<file path="config.mk">
export PLATFORM = sky130hd
export DESIGN_NAME = instr_fetch_unit_flat
export DESIGN_NICKNAME = d
export VERILOG_FILES = /design/src/rtl/instr_fetch_unit_if.sv /design/src/rtl/instr_fetch_unit.sv /design/src/flat_wrapper.sv
export SDC_FILE = /design/constraint.sdc
export NUM_CORES = 1
export LEC_CHECK = 0
export CAP_MARGIN = 20
export CORE_ASPECT_RATIO = 0.9
export CORE_MARGIN = 10
export CORE_UTILIZATION = 40
export CTS_BUF_LIST = sky130_fd_sc_hd__clkbuf_4 sky130_fd_sc_hd__clkbuf_8
export CTS_CLUSTER_DIAMETER = 80
export CTS_CLUSTER_SIZE = 24
export DETAILED_ROUTE_END_ITERATION = 8
export DONT_BUFFER_PORTS = 1
export HOLD_SLACK_MARGIN = 0.06
export PLACE_DENSITY_LB_ADDON = 0.08
export SYNTH_ARGS = -nofsm -noshare
export SYNTH_HDL_FRONTEND = slang
export SYNTH_SLANG_ARGS = --single-unit
</file>
<file path="constraint.sdc">
create_clock -name clk -period 5.7 [get_ports clk]
set_input_delay 1.14 -clock clk [delete_from_list [all_inputs] [get_ports clk]]
set_output_delay 1.14 -clock clk [all_outputs]
set_load 0.005 [all_outputs]
</file>
<file path="src/rtl/instr_fetch_unit_if.sv">
// Signal bundle between the instruction fetch unit, instruction memory and decode.
// The master modport is the fetch unit. The slave modport is its environment.
interface instr_fetch_unit_if;
   logic        imem_req_valid;
   logic        imem_req_ready;
   logic [31:0] imem_req_addr;
   logic        imem_rsp_valid;
   logic [31:0] imem_rsp_data;
   logic        instr_valid;
   logic        instr_ready;
   logic [31:0] Instr;
   logic [31:0] InstrPC;
   logic        PCSrc;
   logic [31:0] BranchTarget;

   modport master (
      output imem_req_valid, imem_req_addr,
      input  imem_req_ready, imem_rsp_valid, imem_rsp_data,
      output instr_valid, Instr, InstrPC,
      input  instr_ready, PCSrc, BranchTarget
   );

   modport slave (
      input  imem_req_valid, imem_req_addr,
      output imem_req_ready, imem_rsp_valid, imem_rsp_data,
      input  instr_valid, Instr, InstrPC,
      output instr_ready, PCSrc, BranchTarget
   );
endinterface

</file>
<file path="src/rtl/instr_fetch_unit.sv">
// Instruction fetch unit: in-order word requests, credit-limited prefetch FIFO,
// and a redirect flush that discards responses still in flight.
module instr_fetch_unit #(
   parameter logic [31:0] RESET_PC = 32'h0000_0000,
   parameter int          DEPTH    = 2
) (
   input logic                clk,
   input logic                reset,
   instr_fetch_unit_if.master bus
);
   localparam int AW = $clog2(DEPTH);
   localparam int CW = AW + 1;
   localparam logic [CW:0]   DEPTH_C = (CW+1)'(DEPTH);
   localparam logic [CW-1:0] FULL_C  = CW'(DEPTH);

   logic [31:0]   fetch_pc_reg;
   logic [31:0]   rsp_pc_reg;
   logic [CW-1:0] inflight_reg;
   logic [CW-1:0] drop_reg;
   logic [CW-1:0] wr_ptr_reg;
   logic [CW-1:0] rd_ptr_reg;
   logic [31:0]   data_mem [DEPTH];
   logic [31:0]   pc_mem   [DEPTH];

   logic [CW-1:0] occupancy;
   logic [CW:0]   credit_used;
   logic [31:0]   target;
   logic          empty, full, accept, rsp, push, pop, redirect;
   logic [CW-1:0] inflight_next, drop_next;

   assign occupancy   = wr_ptr_reg - rd_ptr_reg;
   assign credit_used = {1'b0, occupancy} + {1'b0, inflight_reg};
   assign empty       = (occupancy == '0);
   assign full        = (occupancy == FULL_C);
   assign target      = bus.BranchTarget & 32'hFFFF_FFFC;
   assign redirect    = bus.PCSrc;
   assign rsp         = bus.imem_rsp_valid;

   // Every slot either buffered or still owed by memory consumes a credit, so the FIFO cannot overflow.
   assign bus.imem_req_valid = reset && !redirect && (credit_used < DEPTH_C);
   assign bus.imem_req_addr  = fetch_pc_reg;
   assign bus.instr_valid    = !empty && !redirect;
   assign bus.Instr          = empty ? 32'h0 : data_mem[rd_ptr_reg[AW-1:0]];
   assign bus.InstrPC        = empty ? 32'h0 : pc_mem[rd_ptr_reg[AW-1:0]];

   assign accept = bus.imem_req_valid && bus.imem_req_ready;
   assign push   = rsp && (drop_reg == '0) && !redirect;
   assign pop    = bus.instr_valid && bus.instr_ready;

   assign inflight_next = inflight_reg + CW'(accept) - CW'(rsp);

   // A redirect marks every outstanding request as wrong-path; inflight itself is never cleared.
   always_comb begin
      drop_next = drop_reg;
      if (redirect)
         drop_next = inflight_reg - CW'(rsp);
      else if (rsp && (drop_reg != '0))
         drop_next = drop_reg - CW'(1);
   end

   always_ff @(posedge clk or negedge reset) begin
      if (!reset) begin
         fetch_pc_reg <= RESET_PC;
         rsp_pc_reg   <= RESET_PC;
         inflight_reg <= '0;
         drop_reg     <= '0;
         wr_ptr_reg   <= '0;
         rd_ptr_reg   <= '0;
      end else begin
         inflight_reg <= inflight_next;
         drop_reg     <= drop_next;
         if (redirect) begin
            fetch_pc_reg <= target;
            rsp_pc_reg   <= target;
            wr_ptr_reg   <= '0;
            rd_ptr_reg   <= '0;
         end else begin
            if (accept)
               fetch_pc_reg <= fetch_pc_reg + 32'd4;
            if (push) begin
               rsp_pc_reg <= rsp_pc_reg + 32'd4;
               wr_ptr_reg <= wr_ptr_reg + CW'(1);
            end
            if (pop)
               rd_ptr_reg <= rd_ptr_reg + CW'(1);
         end
      end
   end

   always_ff @(posedge clk) begin
      if (push) begin
         data_mem[wr_ptr_reg[AW-1:0]] <= bus.imem_rsp_data;
         pc_mem[wr_ptr_reg[AW-1:0]]   <= rsp_pc_reg;
      end
   end

   a_no_overflow: assert property (@(posedge clk) disable iff (!reset) !(push && full));
   a_no_inflight_underflow: assert property (@(posedge clk) disable iff (!reset) !(rsp && (inflight_reg == '0)));
   a_no_inflight_overflow: assert property (@(posedge clk) disable iff (!reset) !(accept && ({1'b0, inflight_reg} >= DEPTH_C)));
endmodule
</file>
<file path="src/flat_wrapper.sv">
// flat-port wrapper written by rule: the top's interface ports become plain ports
module instr_fetch_unit_flat 
#(
   parameter logic [31:0] RESET_PC = 32'h0000_0000,
   parameter int          DEPTH    = 2
)
  (clk, reset, bus_imem_req_valid, bus_imem_req_addr, bus_imem_req_ready, bus_imem_rsp_valid, bus_imem_rsp_data, bus_instr_valid, bus_Instr, bus_InstrPC, bus_instr_ready, bus_PCSrc, bus_BranchTarget);
  instr_fetch_unit_if bus_i ();
  input logic clk;
  input logic reset;
  output wire logic [$bits(bus_i.imem_req_valid)-1:0] bus_imem_req_valid;
  output wire logic [$bits(bus_i.imem_req_addr)-1:0] bus_imem_req_addr;
  input wire logic [$bits(bus_i.imem_req_ready)-1:0] bus_imem_req_ready;
  input wire logic [$bits(bus_i.imem_rsp_valid)-1:0] bus_imem_rsp_valid;
  input wire logic [$bits(bus_i.imem_rsp_data)-1:0] bus_imem_rsp_data;
  output wire logic [$bits(bus_i.instr_valid)-1:0] bus_instr_valid;
  output wire logic [$bits(bus_i.Instr)-1:0] bus_Instr;
  output wire logic [$bits(bus_i.InstrPC)-1:0] bus_InstrPC;
  input wire logic [$bits(bus_i.instr_ready)-1:0] bus_instr_ready;
  input wire logic [$bits(bus_i.PCSrc)-1:0] bus_PCSrc;
  input wire logic [$bits(bus_i.BranchTarget)-1:0] bus_BranchTarget;
  assign bus_imem_req_valid = bus_i.imem_req_valid;
  assign bus_imem_req_addr = bus_i.imem_req_addr;
  assign bus_i.imem_req_ready = bus_imem_req_ready;
  assign bus_i.imem_rsp_valid = bus_imem_rsp_valid;
  assign bus_i.imem_rsp_data = bus_imem_rsp_data;
  assign bus_instr_valid = bus_i.instr_valid;
  assign bus_Instr = bus_i.Instr;
  assign bus_InstrPC = bus_i.InstrPC;
  assign bus_i.instr_ready = bus_instr_ready;
  assign bus_i.PCSrc = bus_PCSrc;
  assign bus_i.BranchTarget = bus_BranchTarget;
  instr_fetch_unit #(.RESET_PC(RESET_PC), .DEPTH(DEPTH)) u_core (.clk(clk), .reset(reset), .bus(bus_i));
endmodule
</file>
# Word-level counts from Yosys, hierarchy flattened
# Memory sizes are Yosys's and may differ from the RTL's.
# Index checks and enable logic that the tools add are counted.
op_classes:
  add_sub_neg: 10
  order_cmp: 1
  n_mux: 14
  n_reduce_logical: 17
op_table:
  columns: ["cell", "count"]
  rows:
  - ["32-bit two-way mux", 6]
  - ["32-bit by 3-bit adder with 32-bit output (second input constant)", 2]
  - ["2-bit two-way mux", 6]
  - ["2-bit nonzero test", 5]
  - ["1-bit logical AND", 8]
  - ["2-bit by 1-bit adder with 2-bit output (second input constant)", 2]
  - ["2-bit logical NOT", 2]
  - ["2-bit by 1-bit subtractor with 2-bit output", 2]
  - ["2-bit by 2-bit adder with 3-bit output", 1]
  - ["3-bit by 2-bit < comparator with 1-bit output (second input constant)", 1]
  - ["2-bit by 1-bit adder with 2-bit output", 1]
  - ["1-bit logical NOT", 2]
  - ["1-bit two-way mux", 2]
  - ["2-bit by 1-bit subtractor with 2-bit output (second input constant)", 1]
  - ["2-bit subtractor", 1]
word_totals:
  reg_bits: 72
  mem_bits_rw: 128
  inputBits: 70
  word_cells: 50
  n_memories: 2
memory_table:
  columns: ["name", "words", "word_bits", "rd", "rd_clocked_by_memory_dff", "write_ports", "line_no", "text"]
  rows:
  - ["u_core.data_mem", 2, 32, 1, 0, 1, "instr_fetch_unit.sv:22", "logic [31:0] data_mem [DEPTH];"]
  - ["u_core.pc_mem", 2, 32, 1, 0, 1, "instr_fetch_unit.sv:23", "logic [31:0] pc_mem [DEPTH];"]

# Depth between registers and ports, before layout
# Gate-level depths: netlist of the first run.
depth:
  word_depth: 7
  depth_mapped: 12

# Worst setup path after synthesis of the first run
# Ideal clock, no wire load.
synth_timing:
  path_kind: "input port to flip-flop"
  start: "input port bus_PCSrc"
  end: "memory u_core.data_mem[1][0] (enable)"
  setup_time_ns: 0.559
  arrival_time_ns: 5.942
  required_ns: 5.141
  setup_slack_ns: -0.800
  stages: 4
  path_buffers: 3
  cell_sequence: "buf_6 -> clkbuf_1 -> clkbuf_1 -> nor3_1"
synth_via:
  elab_chain_len: 4
synth_lines:
  columns: ["element", "line_no", "text"]
  rows:
  - ["start, declared", "flat_wrapper.sv:20", "input wire logic [$bits(bus_i.PCSrc)-1:0] bus_PCSrc;"]
  - ["1-bit logical NOT", "instr_fetch_unit.sv:47", "assign push = rsp && (drop_reg == '0) && !redirect;"]
  - ["1-bit logical AND", "instr_fetch_unit.sv:47", null]
  - ["1-bit two-way mux", "instr_fetch_unit.sv:91", "if (push) begin"]
  - ["1-bit two-way mux (implied by the code)", "instr_fetch_unit.sv:92", "data_mem[wr_ptr_reg[AW-1:0]] <= bus.imem_rsp_data;"]
  - ["end, declared", "instr_fetch_unit.sv:22", null]
# No other way between the ends.

# Worst setup path in the final report of the first run
layout_timing:
  start: "register u_core.rd_ptr_reg[0]"
  end: "output port bus_InstrPC[2]"
layout_via:
  elab_chain_len: 3
  elab_cells_between_ends: 4
  cone_classes: "add/sub (1); mux (1); reduce/logical (1); memory (1)"
layout_lines:
  columns: ["element", "line_no", "text"]
  rows:
  - ["start, declared", "instr_fetch_unit.sv:21", "logic [CW-1:0] rd_ptr_reg;"]
  - ["start signal, assigned", "instr_fetch_unit.sv:85", "rd_ptr_reg <= rd_ptr_reg + CW'(1);"]
  - ["2-bit subtractor", "instr_fetch_unit.sv:31", "assign occupancy = wr_ptr_reg - rd_ptr_reg;"]
  - ["2-bit logical NOT", "instr_fetch_unit.sv:33", "assign empty = (occupancy == '0);"]
  - ["32-bit two-way mux *", "instr_fetch_unit.sv:44", "assign bus.InstrPC = empty ? 32'h0 : pc_mem[rd_ptr_reg[AW-1:0]];"]
  - ["end, declared", "flat_wrapper.sv:18", "output wire logic [$bits(bus_i.InstrPC)-1:0] bus_InstrPC;"]
# Mark *: on every way between the ends. The rest lies on a longest branch, timed or not.

==> results of run 1 <==
## kinds of logic after synthesis
| family | synth area share [%] |
|---|---|
| flip-flops | 63.5 |
| buffers and inverters | 2.61 |
| other | 0.0439 |
| adder cells (fa/ha/maj) | 1.11 |
| multiplexers | 9.20 |
| AND/OR/NAND/NOR | 13.7 |
| XOR/XNOR | 5.08 |
| AO/OA/AOI/OAI | 4.70 |
## placed cells by master, fill, tap and decap left out, types with 10 or more instances in the layout
| cell type | synthesis | final |
|---|---|---|
| edfxtp_1 | 124 | 124 |
| nor2_1 | 91 | 91 |
| dfrtp_1 | 68 | 67 |
| mux2i_1 | 65 | 65 |
| nand2_1 | 46 | 46 |
| xor2_1 | 25 | 25 |
| nand3_1 | 23 | 23 |
| o21ai_0 | 23 | 23 |
| xnor2_1 | 22 | 22 |
| nand4_1 | 20 | 20 |
| clkbuf_8 | 0 | 17 |
| inv_1 | 12 | 12 |
| and3_1 | 12 | 12 |
| mux2_2 | 12 | 12 |
| and4_1 | 10 | 10 |
| a21oi_1 | 10 | 10 |
## worst paths after layout
| kind | slack [ns] | from | depth (start not counted) | endpoint |
|---|---|---|---|---|
| hold reg to reg | 0.52 | u_core.rsp_pc_reg[31]$_DFFE_PN0N_ | 0 | u_core.pc_mem[1][31]$_DFFE_PP_ |
| max in group asynchronous | 5.17 | reset | 0 | u_core.rd_ptr_reg[0]$_DFFE_PN0P_ |
| min in group clk | 0.52 | u_core.rsp_pc_reg[31]$_DFFE_PN0N_ | 0 | u_core.pc_mem[1][31]$_DFFE_PP_ |
| setup / recovery | 1.87 | u_core.rd_ptr_reg[0]$_DFFE_PN0P_ | 5 | bus_InstrPC[2] |
| hold / removal | 0.37 | reset | 0 | u_core.bus.imem_req_addr[9]$_DFFE_PN0P_ |
| setup reg to reg | 2.01 | u_core.wr_ptr_reg[0]$_DFFE_PN0N_ | 11 | u_core.bus.imem_req_addr[24]$_DFFE_PN0P_ |
## critical path: stages (launching register included)
cell     delay [ns]
dfrtp_4        0.49
ha_1           0.20
xnor3_1        0.41
and2_2         0.50
buf_4          0.47
nor2_1         0.15
## stage by stage
step / instance area, sq um / setup slack [ns] / hold slack [ns] / TNS, ns / total power, mW
6_report: 9260 / 1.87 / 0.370 / 0 / 3.46
5_1_grt: 9260 / 1.63 / 0.317 / 0 / 3.68
4_1_cts: 9230 / 1.75 / 0.337 / 0 / 3.52
3_5_place_dp: 8810 / 2.01 / 0.491 / 0 / 2.57
3_3_place_gp: 8810 / 2.12 / 0.489 / 0 / 2.55
2_1_floorplan: 8550 / -0.800 / 0.442 / -99.25 / 2.35
## metal layers
metal  vias to the layer above  share of wire [%]  GRT usage [%]
li1                       2401                  -              -
met5                         -                  0              0
met4                         0               0.66           3.99
met3                         8                9.8           6.46
met2                       176                 43           21.5
met1                      2506                 46           19.5
## layout make-up
cell class	count	share of cell area (%)
clock inverters	14	1.95
inverters	14	0.567
well taps	286	3.86
multi-input cells	429	31.5
flip-flops and latches	192	58.6
clock buffers	18	2.61
repair buffers	8	0.865
## where the power goes
part / internal, mW / switching [mW] / total [mW]
clock: 0.448 / 0.498 / 0.945
sequential: 1.63 / 0.124 / 1.76
combinational: 0.260 / 0.503 / 0.763
total: 2.34 / 1.13 / 3.46
==> results.sh, run 1 <==
export IMPL_antenna_found_initial=0
export IMPL_multi_input_area_sq_um=2920
export IMPL_setup_viol=0
export IMPL_p_per_area_nw_per_um2=374
export IMPL_diodes=0
export IMPL_drt_vias_per_instance=5.30
export IMPL_clock_skew_ns=0.0117
export IMPL_slew_headroom_pct=49.3
export IMPL_fin_util_pct=44.3
export IMPL_largest_reg_flops=64
export IMPL_grt_pass1_wl_um=31500
export IMPL_vias=5091
export IMPL_grt_max_degree=70
export IMPL_grt_total_usage_pct=14.7
export IMPL_clock_latency_ns=0.45
export IMPL_ys_flop_type="edfxtp_1"
export IMPL_fin_nets=739
export IMPL_grt_setup_unrepaired="false"
export IMPL_core_sq_um=20900
export IMPL_synth_common_cells="124 x edfxtp_1, 91 x nor2_1, 68 x dfrtp_1"
export IMPL_critPathRequiredTime_ns=4.56
export IMPL_h_tree_depth=4
export IMPL_synth_warnings=0
export IMPL_drt_pass1_iterations=4
export IMPL_yosys_register_bits=192
export IMPL_async_flop_share_pct=35.4
export IMPL_cts_buffers=17
export IMPL_die_w_um=174
export IMPL_cts_root_buf="clkbuf_8"
export IMPL_synth_top_area_cell="edfxtp_1"
export IMPL_grt_pass1_vias=5309
export IMPL_ir_worst_vdd_uv=150
export IMPL_min_period_over_period_pct=67.3
export IMPL_rows=50
export IMPL_grt_overflow=0
export IMPL_place_hpwl_um=14000
export IMPL_hold_buffers=0
export IMPL_post_cts_buffers=0
export IMPL_netlist_area_sq_um=8540
export IMPL_startpoint_type="register"
export IMPL_detail_route_antenna_nets=0
export IMPL_layout_drive_gt1_share_pct=10.5
export IMPL_netlist_area_leader_share_pct=43.6
export IMPL_nFillCells=1965
export IMPL_syn_to_final_growth_pct=8.46
export IMPL_leakagePower_nw=3.26
export IMPL_synth_edf_count=124
export IMPL_dpl_cell_count=928
export IMPL_timing_hold_violations_final=0
export IMPL_synth_most_common_cell="edfxtp_1"
export IMPL_hold_class="primary input to async pin"
export IMPL_place_gp_congestion=0.866
export IMPL_wl_um=20200
export IMPL_synth_seq_area_share_pct=63.5
export IMPL_drv_cap=0
export IMPL_register_area_sq_um=5430
export IMPL_avgSynthCellArea_sq_um=12.8
export IMPL_clock_sinks=192
export IMPL_num_io_pins=168
export IMPL_synth_cell_type_count=55
export IMPL_fmax_ghz=0.261
export IMPL_cts_tree="done"
export IMPL_clkSlewWorstSetupHoldPaths_ns=0.10
export IMPL_start_util_pct=40.9
export IMPL_syn_instance_count=667
export IMPL_critPathCaptureType="output pin"
export IMPL_worstMarginPinSlew_ns=0.758
export IMPL_wl_per_cell_um=21.0
export IMPL_cts_resized=0
export IMPL_period_needed_ns=3.83
export IMPL_crit_arrival_ns=2.69
export IMPL_drtIter0Drc=323
export IMPL_synth_area_top_cells="edfxtp_1 44%, dfrtp_1 20%, mux2i_1 7.6%"
export IMPL_dieArea_sq_um=27600
export IMPL_status="completed"
export IMPL_crit_fanout=39
export IMPL_clock_path_buffers=2
export IMPL_drc=0
export IMPL_crit_type="register to output pin"
export IMPL_die_h_um=159
export IMPL_maxSlewViolCount=0
export IMPL_port_buffer_count=0
export IMPL_finalNonFillerCells=961
Power figures use the tool's default switching activity.
==> run 2: changes to the inputs <==
clock period = 3.7 ns   (was 5.7 ns; I/O delays follow)
==> results.sh, run 2 (synthesized netlist as in run 1, its figures left out) <==
export IMPL_status="completed"
export IMPL_cts_root_buf="clkbuf_8"
export IMPL_startpoint="u_core.wr_ptr_reg[0]$_DFFE_PN0N_"
export IMPL_maxSlewViolCount=0
export IMPL_wl_um=20400
export IMPL_clock_sinks=192
export IMPL_grt_max_degree=69
export IMPL_multi_input_area_sq_um=2930
export IMPL_layout_drive_gt1_share_pct=10.9
export IMPL_ir_worst_vdd_uv=296
export IMPL_crit_buf_inv=3
export IMPL_grt_pass1_vias=5112
export IMPL_vias=5070
export IMPL_period_needed_ns=3.48
export IMPL_clkSlewWorstSetupHoldPaths_ns=0.10
export IMPL_register_area_sq_um=5430
export IMPL_crit_type="register to output pin"
export IMPL_die_w_um=174
export IMPL_syn_to_final_growth_pct=9.03
export IMPL_r2r_start="u_core.wr_ptr_reg[0]$_DFFE_PN0N_"
export IMPL_fin_util_pct=44.6
export IMPL_p_per_area_nw_per_um2=570
export IMPL_drc=0
export IMPL_crit_family="adder cells"
export IMPL_fmax_ghz=0.287
export IMPL_critPathRequiredTime_ns=2.96
export IMPL_path_cells="inv_1 -> ha_1 -> xnor3_1 -> inv_1 -> fa_1 -> nor4b_4 -> buf_4"
export IMPL_clock_path_buffers=2
export IMPL_fin_nets=743
export IMPL_die_h_um=159
export IMPL_start_util_pct=40.9
export IMPL_h_tree_depth=4
export IMPL_leakagePower_nw=3.29
export IMPL_grt_setup_unrepaired="false"
export IMPL_clock_skew_ns=0.0183
export IMPL_cts_tree="done"
export IMPL_core_sq_um=20900
export IMPL_hold_class="primary input to async pin"
export IMPL_clock_latency_ns=0.46
export IMPL_grt_overflow=0
export IMPL_rows=50
export IMPL_grt_pass1_wl_um=31300
export IMPL_largest_reg_flops=64
export IMPL_cpMostUsedCell="inv_1"
export IMPL_timing_hold_violations_final=0
export IMPL_startpoint_type="register"
export IMPL_grt_total_usage_pct=14.8
export IMPL_nFillCells=1947
export IMPL_place_hpwl_um=14200
export IMPL_drt_pass1_iterations=6
export IMPL_place_gp_congestion=0.793
export IMPL_crit_fanout=3
export IMPL_crit_arrival_ns=2.74
export IMPL_wl_per_cell_um=21.2
export IMPL_layout_common_cells="124 x edfxtp_1, 91 x nor2_1, 67 x dfrtp_1"
export IMPL_dieArea_sq_um=27600
export IMPL_port_buffer_count=0
export IMPL_cpMaxStageDelayCell="fa_1"
export IMPL_antenna_found_initial=0
export IMPL_drv_cap=0
export IMPL_final_common_cell="edfxtp_1"
export IMPL_drt_vias_per_instance=5.25
export IMPL_setup_slack_ns=0.217
export IMPL_detail_route_antenna_nets=0
export IMPL_dp_worst_setup_slack_ns=0.483
export IMPL_worstMarginPinSlew_ns=0.883
export IMPL_setup_viol=0
export IMPL_cts_buffers=17
export IMPL_r2r_setup_slack_ns=0.39
export IMPL_diodes=0
export IMPL_critPathCaptureType="output pin"
export IMPL_min_period_over_period_pct=94.1
export IMPL_drtIter0Drc=405
export IMPL_slew_headroom_pct=41.1
export IMPL_num_io_pins=168
export IMPL_max_stage_delay_ns=0.46
[run 2: cell types whose count changed in the layout (fill, tap and decap cells not counted), sizes merged]
cell    previous run  this run
buf                8        12
bufinv             3         2
clkbuf            18        21
clkinv             4         3
inv               19        18
[run 2: stage by stage]
step	hold WS, ns	std cells	setup TNS, ns	total power, mW	instance area, sq um
final	0.135	965	0	5.30	9310
after global routing	0.123	965	0	5.65	9310
after CTS	0.144	962	0	5.38	9260
after detailed placement	0.447	929	0	3.96	8830
after global placement	0.447	929	0	3.93	8830
after floorplan	0.442	670	-63.86	3.62	8560
[run 2: final timing paths]
path / cells after the start / end
min: 1 / u_core.rsp_pc_reg[18]$_DFFE_PN0N_
max reg2reg: 12 / u_core.bus.imem_req_addr[9]$_DFFE_PN0P_
min in group clk: 1 / u_core.rd_ptr_reg[0]$_DFFE_PN0P_
max: 7 / bus_imem_req_valid
min reg2reg: 0 / u_core.pc_mem[0][10]$_DFFE_PP_
max in group asynchronous: 1 / u_core.rd_ptr_reg[0]$_DFFE_PN0P_
[run 2: repair_timing]
action	4_1_cts	5_1_grt
endpoints found under the hold margin	68	0
buffers inserted	0	2
gates resized for setup	0	1
setup endpoints to repair	0	40
hold buffers	1	0
[run 2: where the power goes]
part	internal [mW]	leakage, nW	total, mW	switching, mW
combinational	0.424	1.15	1.20	0.773
sequential	2.51	1.93	2.71	0.196
clock	0.659	0.202	1.40	0.738
total	3.60	3.29	5.30	1.71
[run 2: cell type report]
cell class | count | area share [%]
sequential | 192 | 58.3
multi-input combinational | 429 | 31.5
tap | 286 | 3.84
clock buffer | 21 | 2.97
timing repair buffer | 12 | 1.44
clock inverter | 11 | 1.37
inverter | 14 | 0.565
[run 2: metal layers]
metal,share of wire [%],vias to the layer above,global-route usage [%],wire length (um)
met1,43,2508,18.5,8710
li1,-,2408,-,-
met5,0,-,0,0
met2,48,143,23.1,9730
met4,0.62,0,3.94,126
met3,9.2,11,6.37,1890
[run 2: worst register-to-register path, stage by stage, from the launching register on]
cell and delay (ns):
dfrtp_1 0.44, inv_1 0.17, ha_1 0.17, xnor3_1 0.42, inv_1 0.09, fa_1 0.46, nor4b_4 0.36, buf_4 0.17
nand2_2 0.05, buf_4 0.20, nor2_1 0.33, nand2_1 0.10, a221oi_1 0.26
